File: config.mk
export PLATFORM = sky130hd
export DESIGN_NAME = cam_frame_capture
export DESIGN_NICKNAME = d
export VERILOG_FILES = /design/src/rtl/cam_frame_capture.sv
export SDC_FILE = /design/constraint.sdc
export NUM_CORES = 1
export LEC_CHECK = 0
export CORE_MARGIN = 1.5
export CORE_UTILIZATION = 50
export CTS_CLUSTER_DIAMETER = 60
export DETAILED_ROUTE_END_ITERATION = 10
export PLACE_DENSITY = 0.72
export SLEW_MARGIN = 5
export SYNTH_ARGS = -nofsm -noshare
export SYNTH_HDL_FRONTEND = slang
export SYNTH_SLANG_ARGS = --single-unit
File: constraint.sdc
create_clock -name CLK -period 5.8 [get_ports CLK]
set_clock_uncertainty 0.15 [all_clocks]
set_input_delay 0.87 -clock CLK [delete_from_list [all_inputs] [get_ports CLK]]
set_output_delay 0.87 -clock CLK [all_outputs]
set_load 0.02 [all_outputs]
File: src/rtl/cam_frame_capture.sv
// Camera pixel-clock capture: RGB565 byte pairs -> RGB332, X/Y decimation, frame clipping, linear write addressing.
// Optional build macro CAM_FRAME_CAPTURE_TESTPAT_EN adds TP_SEL and an 8-bar vertical colour test pattern.
module cam_frame_capture #(
  parameter int FRAME_W = 176,
  parameter int FRAME_H = 144,
  parameter int ADDR_W  = 15,
  parameter int DEC_X   = 1,
  parameter int DEC_Y   = 1
) (
  input  logic              CLK,
  input  logic              RES,
  input  logic              VSYNC,
  input  logic              HREF,
  input  logic [7:0]        D,
  input  logic              CAPTURE_EN,
`ifdef CAM_FRAME_CAPTURE_TESTPAT_EN
  input  logic              TP_SEL,
`endif
  output logic [7:0]        PIXEL_OUT,
  output logic [ADDR_W-1:0] W_ADDR,
  output logic              W_EN,
  output logic              FRAME_DONE,
  output logic              CLIPPED,
  output logic              ODD_BYTE
);

  localparam int XW = $clog2(FRAME_W + 1);
  localparam int YW = $clog2(FRAME_H + 1);
  localparam logic [XW-1:0]     FW_X   = XW'(FRAME_W);
  localparam logic [YW-1:0]     FH_Y   = YW'(FRAME_H);
  localparam logic [ADDR_W-1:0] FW_A   = ADDR_W'(FRAME_W);
  localparam logic [2:0]        DX_MAX = 3'(DEC_X - 1);
  localparam logic [2:0]        DY_MAX = 3'(DEC_Y - 1);

  typedef enum logic [2:0] {SYNC, VBLANK, LINE_WAIT, ACTIVE, LINE_END, FRAME_END} state_t;

  state_t              state_q, state_d;
  logic                armed_q, armed_d;
  logic [XW-1:0]       x_q, x_d;
  logic [YW-1:0]       y_q, y_d;
  logic [ADDR_W-1:0]   base_q, base_d;
  logic                phase_q, phase_d;
  logic [2:0]          decx_q, decx_d;
  logic [2:0]          decy_q, decy_d;
  logic                kept_q, kept_d;
  logic [5:0]          b0_q, b0_d;
  logic                clip_q, clip_d;
  logic                odd_q, odd_d;
  logic                wen_q, wen_d;
  logic [7:0]          pix_q, pix_d;
  logic [ADDR_W-1:0]   waddr_q, waddr_d;
  logic                done_q, done_d;
  logic [7:0]          cam_pix;

`ifdef CAM_FRAME_CAPTURE_TESTPAT_EN
  localparam int BAR_LEN_I = (FRAME_W / 8 < 1) ? 1 : FRAME_W / 8;
  localparam logic [XW-1:0] BAR_LAST = XW'(BAR_LEN_I - 1);

  logic [2:0]    bar_q, bar_d;
  logic [XW-1:0] bcnt_q, bcnt_d;

  function automatic logic [7:0] bar_color(input logic [2:0] idx);
    logic [7:0] c;
    case (idx)
      3'd0:    c = 8'hFF;
      3'd1:    c = 8'hFC;
      3'd2:    c = 8'h1F;
      3'd3:    c = 8'h1C;
      3'd4:    c = 8'hE3;
      3'd5:    c = 8'hE0;
      3'd6:    c = 8'h03;
      default: c = 8'h00;
    endcase
    return c;
  endfunction
`endif

  // b0_q keeps only the R and upper-G bits of the first byte that survive into RGB332.
  assign cam_pix = {b0_q, D[4:3]};

  always_comb begin
    state_d = state_q;
    armed_d = armed_q;
    x_d     = x_q;
    y_d     = y_q;
    base_d  = base_q;
    phase_d = phase_q;
    decx_d  = decx_q;
    decy_d  = decy_q;
    kept_d  = kept_q;
    b0_d    = b0_q;
    clip_d  = clip_q;
    odd_d   = odd_q;
    wen_d   = 1'b0;
    pix_d   = pix_q;
    waddr_d = waddr_q;
    done_d  = 1'b0;
`ifdef CAM_FRAME_CAPTURE_TESTPAT_EN
    bar_d   = bar_q;
    bcnt_d  = bcnt_q;
`endif
    unique case (state_q)
      SYNC: begin
        if (VSYNC) state_d = VBLANK;
      end
      VBLANK: begin
        if (!VSYNC) begin
          armed_d = CAPTURE_EN;
          x_d     = '0;
          y_d     = '0;
          base_d  = '0;
          clip_d  = 1'b0;
          odd_d   = 1'b0;
          phase_d = 1'b0;
          decx_d  = '0;
          decy_d  = '0;
`ifdef CAM_FRAME_CAPTURE_TESTPAT_EN
          bar_d   = '0;
          bcnt_d  = '0;
`endif
          state_d = LINE_WAIT;
        end
      end
      LINE_WAIT: begin
        if (VSYNC) begin
          state_d = FRAME_END;
        end else if (HREF) begin
          b0_d    = {D[7:5], D[2:0]};
          phase_d = 1'b1;
          kept_d  = (decy_q == '0);
          state_d = ACTIVE;
        end
      end
      ACTIVE: begin
        if (VSYNC) begin
          state_d = FRAME_END;
        end else if (!HREF) begin
          state_d = LINE_END;
        end else if (!phase_q) begin
          b0_d    = {D[7:5], D[2:0]};
          phase_d = 1'b1;
        end else begin
          phase_d = 1'b0;
          decx_d  = (decx_q == DX_MAX) ? '0 : decx_q + 3'd1;
          if (armed_q && kept_q && decx_q == '0) begin
            if (x_q < FW_X && y_q < FH_Y) begin
              wen_d   = 1'b1;
              waddr_d = base_q + ADDR_W'(x_q);
              x_d     = x_q + 1'b1;
`ifdef CAM_FRAME_CAPTURE_TESTPAT_EN
              pix_d   = TP_SEL ? bar_color(bar_q) : cam_pix;
              if (bcnt_q == BAR_LAST) begin
                bcnt_d = '0;
                bar_d  = bar_q + 3'd1;
              end else begin
                bcnt_d = bcnt_q + 1'b1;
              end
`else
              pix_d   = cam_pix;
`endif
            end else begin
              clip_d = 1'b1;
            end
          end
        end
      end
      LINE_END: begin
        if (phase_q) odd_d = 1'b1;
        if (kept_q) begin
          if (y_q < FH_Y) begin
            y_d    = y_q + 1'b1;
            base_d = base_q + FW_A;
          end else if (armed_q) begin
            clip_d = 1'b1;
          end
        end
        x_d     = '0;
        phase_d = 1'b0;
        decx_d  = '0;
        decy_d  = (decy_q == DY_MAX) ? '0 : decy_q + 3'd1;
`ifdef CAM_FRAME_CAPTURE_TESTPAT_EN
        bar_d   = '0;
        bcnt_d  = '0;
`endif
        state_d = LINE_WAIT;
      end
      FRAME_END: begin
        done_d  = armed_q;
        state_d = VBLANK;
      end
      default: state_d = SYNC;
    endcase
  end

  always_ff @(posedge CLK or posedge RES) begin
    if (RES) begin
      state_q <= SYNC;
      armed_q <= 1'b0;
      x_q     <= '0;
      y_q     <= '0;
      base_q  <= '0;
      phase_q <= 1'b0;
      decx_q  <= '0;
      decy_q  <= '0;
      kept_q  <= 1'b0;
      b0_q    <= '0;
      clip_q  <= 1'b0;
      odd_q   <= 1'b0;
      wen_q   <= 1'b0;
      pix_q   <= '0;
      waddr_q <= '0;
      done_q  <= 1'b0;
`ifdef CAM_FRAME_CAPTURE_TESTPAT_EN
      bar_q   <= '0;
      bcnt_q  <= '0;
`endif
    end else begin
      state_q <= state_d;
      armed_q <= armed_d;
      x_q     <= x_d;
      y_q     <= y_d;
      base_q  <= base_d;
      phase_q <= phase_d;
      decx_q  <= decx_d;
      decy_q  <= decy_d;
      kept_q  <= kept_d;
      b0_q    <= b0_d;
      clip_q  <= clip_d;
      odd_q   <= odd_d;
      wen_q   <= wen_d;
      pix_q   <= pix_d;
      waddr_q <= waddr_d;
      done_q  <= done_d;
`ifdef CAM_FRAME_CAPTURE_TESTPAT_EN
      bar_q   <= bar_d;
      bcnt_q  <= bcnt_d;
`endif
    end
  end

  assign PIXEL_OUT  = pix_q;
  assign W_ADDR     = waddr_q;
  assign W_EN       = wen_q;
  assign FRAME_DONE = done_q;
  assign CLIPPED    = clip_q;
  assign ODD_BYTE   = odd_q;

endmodule
==> report_table.html <==
<table>
<tr><th>Metric</th><th>Value</th></tr>
<tr><th colspan="2">Setup path</th></tr>
<tr><td>Data arrival time of the critical path</td><td>2970 ps</td></tr>
<tr><td>Req. time, crit path</td><td>~5900 ps</td></tr>
<tr><td>Critical Path Fanout Max</td><td>15</td></tr>
<tr><td>Capture point of the worst reg-to-reg path</td><td>base_q[8]</td></tr>
<tr><td>Depth of the worst register-to-register path</td><td>4</td></tr>
<tr><td>Setup slack of the most critical reg-to-reg path</td><td>3280 ps</td></tr>
<tr><td>Crit path launch</td><td>VSYNC</td></tr>
<tr><td>Launching point of the worst reg2reg path</td><td>state_q[0]</td></tr>
<tr><td>Class of the most critical setup path</td><td>in -&gt; reg</td></tr>
<tr><td>Worst setup SP type</td><td>primary input</td></tr>
<tr><td>Critical Path End Type</td><td>register</td></tr>
<tr><th colspan="2">Cells and area</th></tr>
<tr><td>Most common cell after layout, fill and taps aside</td><td>sky130_fd_sc_hd__dfrtp_1</td></tr>
<tr><td>Area growth from synthesis to layout</td><td>19.3%</td></tr>
<tr><td>Core Util, Final</td><td>62.2%</td></tr>
<tr><td>Fraction of final layout cells sized beyond drive strength 1</td><td>12.6%</td></tr>
<tr><td>Fill cell total of the finished layout</td><td>593</td></tr>
<tr><td>Non-filler cells, final</td><td>484</td></tr>
<tr><td>Antenna diode instance count</td><td>0</td></tr>
<tr><td>Most frequent cells in the layout</td><td>72 x sky130_fd_sc_hd__dfrtp_1, 39 x sky130_fd_sc_hd__clkdlybuf4s50_1, 31 x sky130_fd_sc_hd__nor2_1, 25 x sky130_fd_sc_hd__a21oi_1, 23 x sky130_fd_sc_hd__o21ai_0</td></tr>
<tr><td>Net total in the final layout</td><td>slightly above 400</td></tr>
<tr><th colspan="2">Worst hold path</th></tr>
<tr><td>Path category of the worst min-delay check</td><td>reg -&gt; reg</td></tr>
<tr><td>WHS Path Cells</td><td>1</td></tr>
<tr><td>Terminating pin of the worst hold path</td><td>PIXEL_OUT[4]</td></tr>
<tr><td>Startpoint of the most critical hold path</td><td>b0_q[2]</td></tr>
<tr><th colspan="2">Global route</th></tr>
<tr><td>Global-route met2 utilization</td><td>29.1%</td></tr>
<tr><td>Global routing usage summed across all routing layers</td><td>between 10% and 20%</td></tr>
<tr><td>Total global routing overflow</td><td>0</td></tr>
<tr><td>Number of antenna violations at the first check in global routing</td><td>0</td></tr>
<tr><td>Via count of the first global-routing pass</td><td>2410</td></tr>
<tr><td>Most crowded layer after global routing</td><td>met2</td></tr>
<tr><td>Global-route wire length before repair</td><td>11.4 mm</td></tr>
<tr><td>Met3 track utilization from global routing</td><td>3.68%</td></tr>
<tr><td>Met1 track demand over resource</td><td>26.4%</td></tr>
<tr><td>Maximum number of pins on one net before global-route repair</td><td>73</td></tr>
<tr><th colspan="2">Route</th></tr>
<tr><td>Post-detailed-route count of antenna-violating nets</td><td>0</td></tr>
<tr><td>Vias after detailed routing</td><td>2590</td></tr>
<tr><td>Drt first-iter violations</td><td>around 150</td></tr>
<tr><td>Overall routed net length</td><td>6.65 mm</td></tr>
<tr><td>Detailed-router iteration count before antenna repair</td><td>4</td></tr>
<tr><td>Routed length per placed instance</td><td>13.7 um</td></tr>
<tr><td>Post-route DRC violation count</td><td>0</td></tr>
<tr><td>Via-per-instance ratio</td><td>approximately 5.4</td></tr>
<tr><th colspan="2">STA</th></tr>
<tr><td>Max-slew headroom at the worst pin</td><td>29.9%</td></tr>
<tr><td>RSZ-0062 raised after global routing</td><td>false</td></tr>
<tr><td>Setup total negative slack</td><td>0 ps</td></tr>
<tr><td>Final Cycle Share</td><td>49.2%</td></tr>
<tr><td>Transition at the pin with the smallest max-transition slack</td><td>roughly 1000 ps</td></tr>
<tr><td>Number of hold-slack violations in the final timing report</td><td>0</td></tr>
<tr><td>Final Max Tran Viols</td><td>0</td></tr>
<tr><td>Number of setup violations in the final report</td><td>0</td></tr>
<tr><td>Min cycle time layout</td><td>approximately 2900 ps</td></tr>
<tr><td>Highest clock frequency the design can meet</td><td>350 MHz</td></tr>
<tr><th colspan="2">Placement</th></tr>
<tr><td>I/O Buffers</td><td>39</td></tr>
<tr><td>Weighted congestion reported at the end of routability-driven placement</td><td>0.821</td></tr>
<tr><td>Placed cell count</td><td>468</td></tr>
<tr><td>Dpl hpwl</td><td>4.58 mm</td></tr>
<tr><th colspan="2">Yosys</th></tr>
<tr><td>Number of distinct library cells after synthesis</td><td>slightly below 50</td></tr>
<tr><td>Flops &amp; latches, synth</td><td>72</td></tr>
<tr><td>Number of enable-type register cells in the synthesized netlist</td><td>0</td></tr>
<tr><td>Synth Area per Inst</td><td>between 10 and 15 sq um</td></tr>
<tr><td>Net count after synthesis</td><td>367</td></tr>
<tr><td>Post-synthesis sequential area ratio</td><td>50.3%</td></tr>
<tr><td>Share of flip-flops with an asynchronous set or reset after synthesis</td><td>100%</td></tr>
<tr><td>Cell area after synthesis</td><td>3580 sq um</td></tr>
<tr><td>Dominant cell type by area after synthesis</td><td>sky130_fd_sc_hd__dfrtp_1</td></tr>
<tr><td>Dominant register cell in the synthesized netlist</td><td>sky130_fd_sc_hd__dfrtp_1</td></tr>
<tr><td>Share of the synthesized area in the top cell type</td><td>between 50% and 60%</td></tr>
<tr><td>Synth warn</td><td>0</td></tr>
<tr><td>Synthesized netlist cell count</td><td>342</td></tr>
<tr><td>Top area cells in the synthesized netlist</td><td>sky130_fd_sc_hd__dfrtp_1 50%, sky130_fd_sc_hd__mux2_2 6.6%, sky130_fd_sc_hd__ha_1 4.2%</td></tr>
<tr><th colspan="2">Run status</th></tr>
<tr><td>Status</td><td>finished clean</td></tr>
<tr><th colspan="2">Clock tree</th></tr>
<tr><td>Clock tree from TritonCTS</td><td>built</td></tr>
<tr><td>Deepest clock path buffer count</td><td>2</td></tr>
<tr><td>Number of H-tree levels</td><td>3</td></tr>
<tr><td>Clock insertion delay at the later pin of the skew report</td><td>approximately 340 ps</td></tr>
<tr><td>Number of post-CTS setup repair buffers</td><td>0</td></tr>
<tr><td>Total clock sinks</td><td>between 70 and 80</td></tr>
<tr><td>Root Driver</td><td>sky130_fd_sc_hd__clkbuf_8</td></tr>
<tr><td>Cts-stage hold buffer count</td><td>0</td></tr>
<tr><td>Count of cells resized by post-cts repair</td><td>0</td></tr>
<tr><td>Clock buffer count from CTS</td><td>9</td></tr>
<tr><td>Clk slew on worst S/H paths</td><td>80 ps</td></tr>
<tr><th colspan="2">Power</th></tr>
<tr><td>Peak supply drop</td><td>0.000197 V</td></tr>
<tr><td>Pwr Density</td><td>363 nW/um^2</td></tr>
<tr><td>Leakage component of the power</td><td>1.85 nW</td></tr>
<tr><th colspan="2">Floorplanning</th></tr>
<tr><td>Horizontal die dimension</td><td>87.6 um</td></tr>
<tr><td>Effective utilization at floorplan</td><td>52.1%</td></tr>
<tr><td>Chip height</td><td>87.6 um</td></tr>
<tr><td>Full die area</td><td>7680 sq um</td></tr>
<tr><td>Number of primary I/O pins</td><td>40</td></tr>
<tr><td>Core region area</td><td>~7000 sq um</td></tr>
<tr><td>Row cnt</td><td>30</td></tr>
<tr><th colspan="2">Flow run</th></tr>
<tr><td>Max-cap check violation count</td><td>0</td></tr>
</table>
-- worst max path at each step --
stage                      endpoint
after global routing      base_q[9]
after CTS                 base_q[8]
after detailed placement  base_q[9]
after global placement    base_q[8]
final                     base_q[8]
after floorplan             CLIPPED
-- power by group --
part           internal (W)  switching (W)  leakage [nW]
combinational      0.000188       0.000239         0.776
sequential         0.000591      0.0000972         0.977
clock              0.000242       0.000192         0.101
-- through the flow --
stage	worst slack (ps)	hold slack (ps)	total power (W)	instance area, sq um
floorplan	2960	318	0.000990	3580
global placement	2650	331	0.00111	4050
detailed placement	2630	342	0.00113	4050
CTS	2970	360	0.00157	4270
global route	2820	371	0.00165	4270
finish	2950	356	0.00155	4270
-- flip-flops by register name, summed over array words and instances, names as in the netlist --
register	count
decx_q	3
state_q	3
kept_q	1
x_q	8
y_q	8
decy_q	3
W_ADDR	15
PIXEL_OUT	8
b0_q	6
CLIPPED	1
FRAME_DONE	1
base_q	11
phase_q	1
armed_q	1
W_EN	1
ODD_BYTE	1
-- per-layer routing --
metal,up-vias,share of wire (%),routed length [um]
li1,1290,-,-
met1,1237,50,3320
met2,53,45,2980
met3,10,3.6,242
met4,0,1.6,109
met5,-,0,0
-- synthesized netlist by cell type (3+ instances only) --
cell                        n
sky130_fd_sc_hd__a21o_1     3
sky130_fd_sc_hd__a21oi_1   25
sky130_fd_sc_hd__and3_1     3
sky130_fd_sc_hd__and4_1     3
sky130_fd_sc_hd__clkbuf_1   6
sky130_fd_sc_hd__dfrtp_1   72
sky130_fd_sc_hd__ha_1      12
sky130_fd_sc_hd__inv_1     14
sky130_fd_sc_hd__mux2_2    21
sky130_fd_sc_hd__nand2_1   19
sky130_fd_sc_hd__nand3_1   17
sky130_fd_sc_hd__nand4_1    6
sky130_fd_sc_hd__nor2_1    31
sky130_fd_sc_hd__nor2b_1    6
sky130_fd_sc_hd__nor3_1    10
sky130_fd_sc_hd__o21ai_0   23
sky130_fd_sc_hd__o31ai_1    3
sky130_fd_sc_hd__or3_1      6
sky130_fd_sc_hd__xnor2_1   16
sky130_fd_sc_hd__xor2_1     8
-- critical path: stages --
cell and delay, ps:
sky130_fd_sc_hd__clkdlybuf4s50_1 510, sky130_fd_sc_hd__nor3b_2 330, sky130_fd_sc_hd__o2111ai_1 570, sky130_fd_sc_hd__or3_1 540, sky130_fd_sc_hd__a21oi_1 150
-- cell type report --
type	count	area, sq um	share of cell area (%)
Sequential cell	72	1800	42.2
Clock inverter	7	96.3	2.26
Tap cell	96	120	2.81
Inverter	14	52.6	1.23
Timing Repair Buffer	42	413	9.67
Multi-Input combinational cell	244	1660	38.9
Clock buffer	9	124	2.90
-- cells by family (layout without fill, tap and decap cells) --
| logic type | after synthesis | in the layout | synth area share (%) |
|---|---|---|---|
| DFF | 72 | 72 | 50.3 |
| AOI/OAI and AO/OA | 72 | 72 | 13.1 |
| xor gates and xnor gates | 24 | 24 | 5.87 |
| muxes | 21 | 21 | 6.60 |
| and+or+nand+nor | 114 | 114 | 16.4 |
| other | 1 | 1 | 0.105 |
| adders and majority gates | 12 | 12 | 4.19 |
| buffers and inverters | 26 | 72 | 3.42 |
Note: power is estimated with default switching activity, not from simulation.
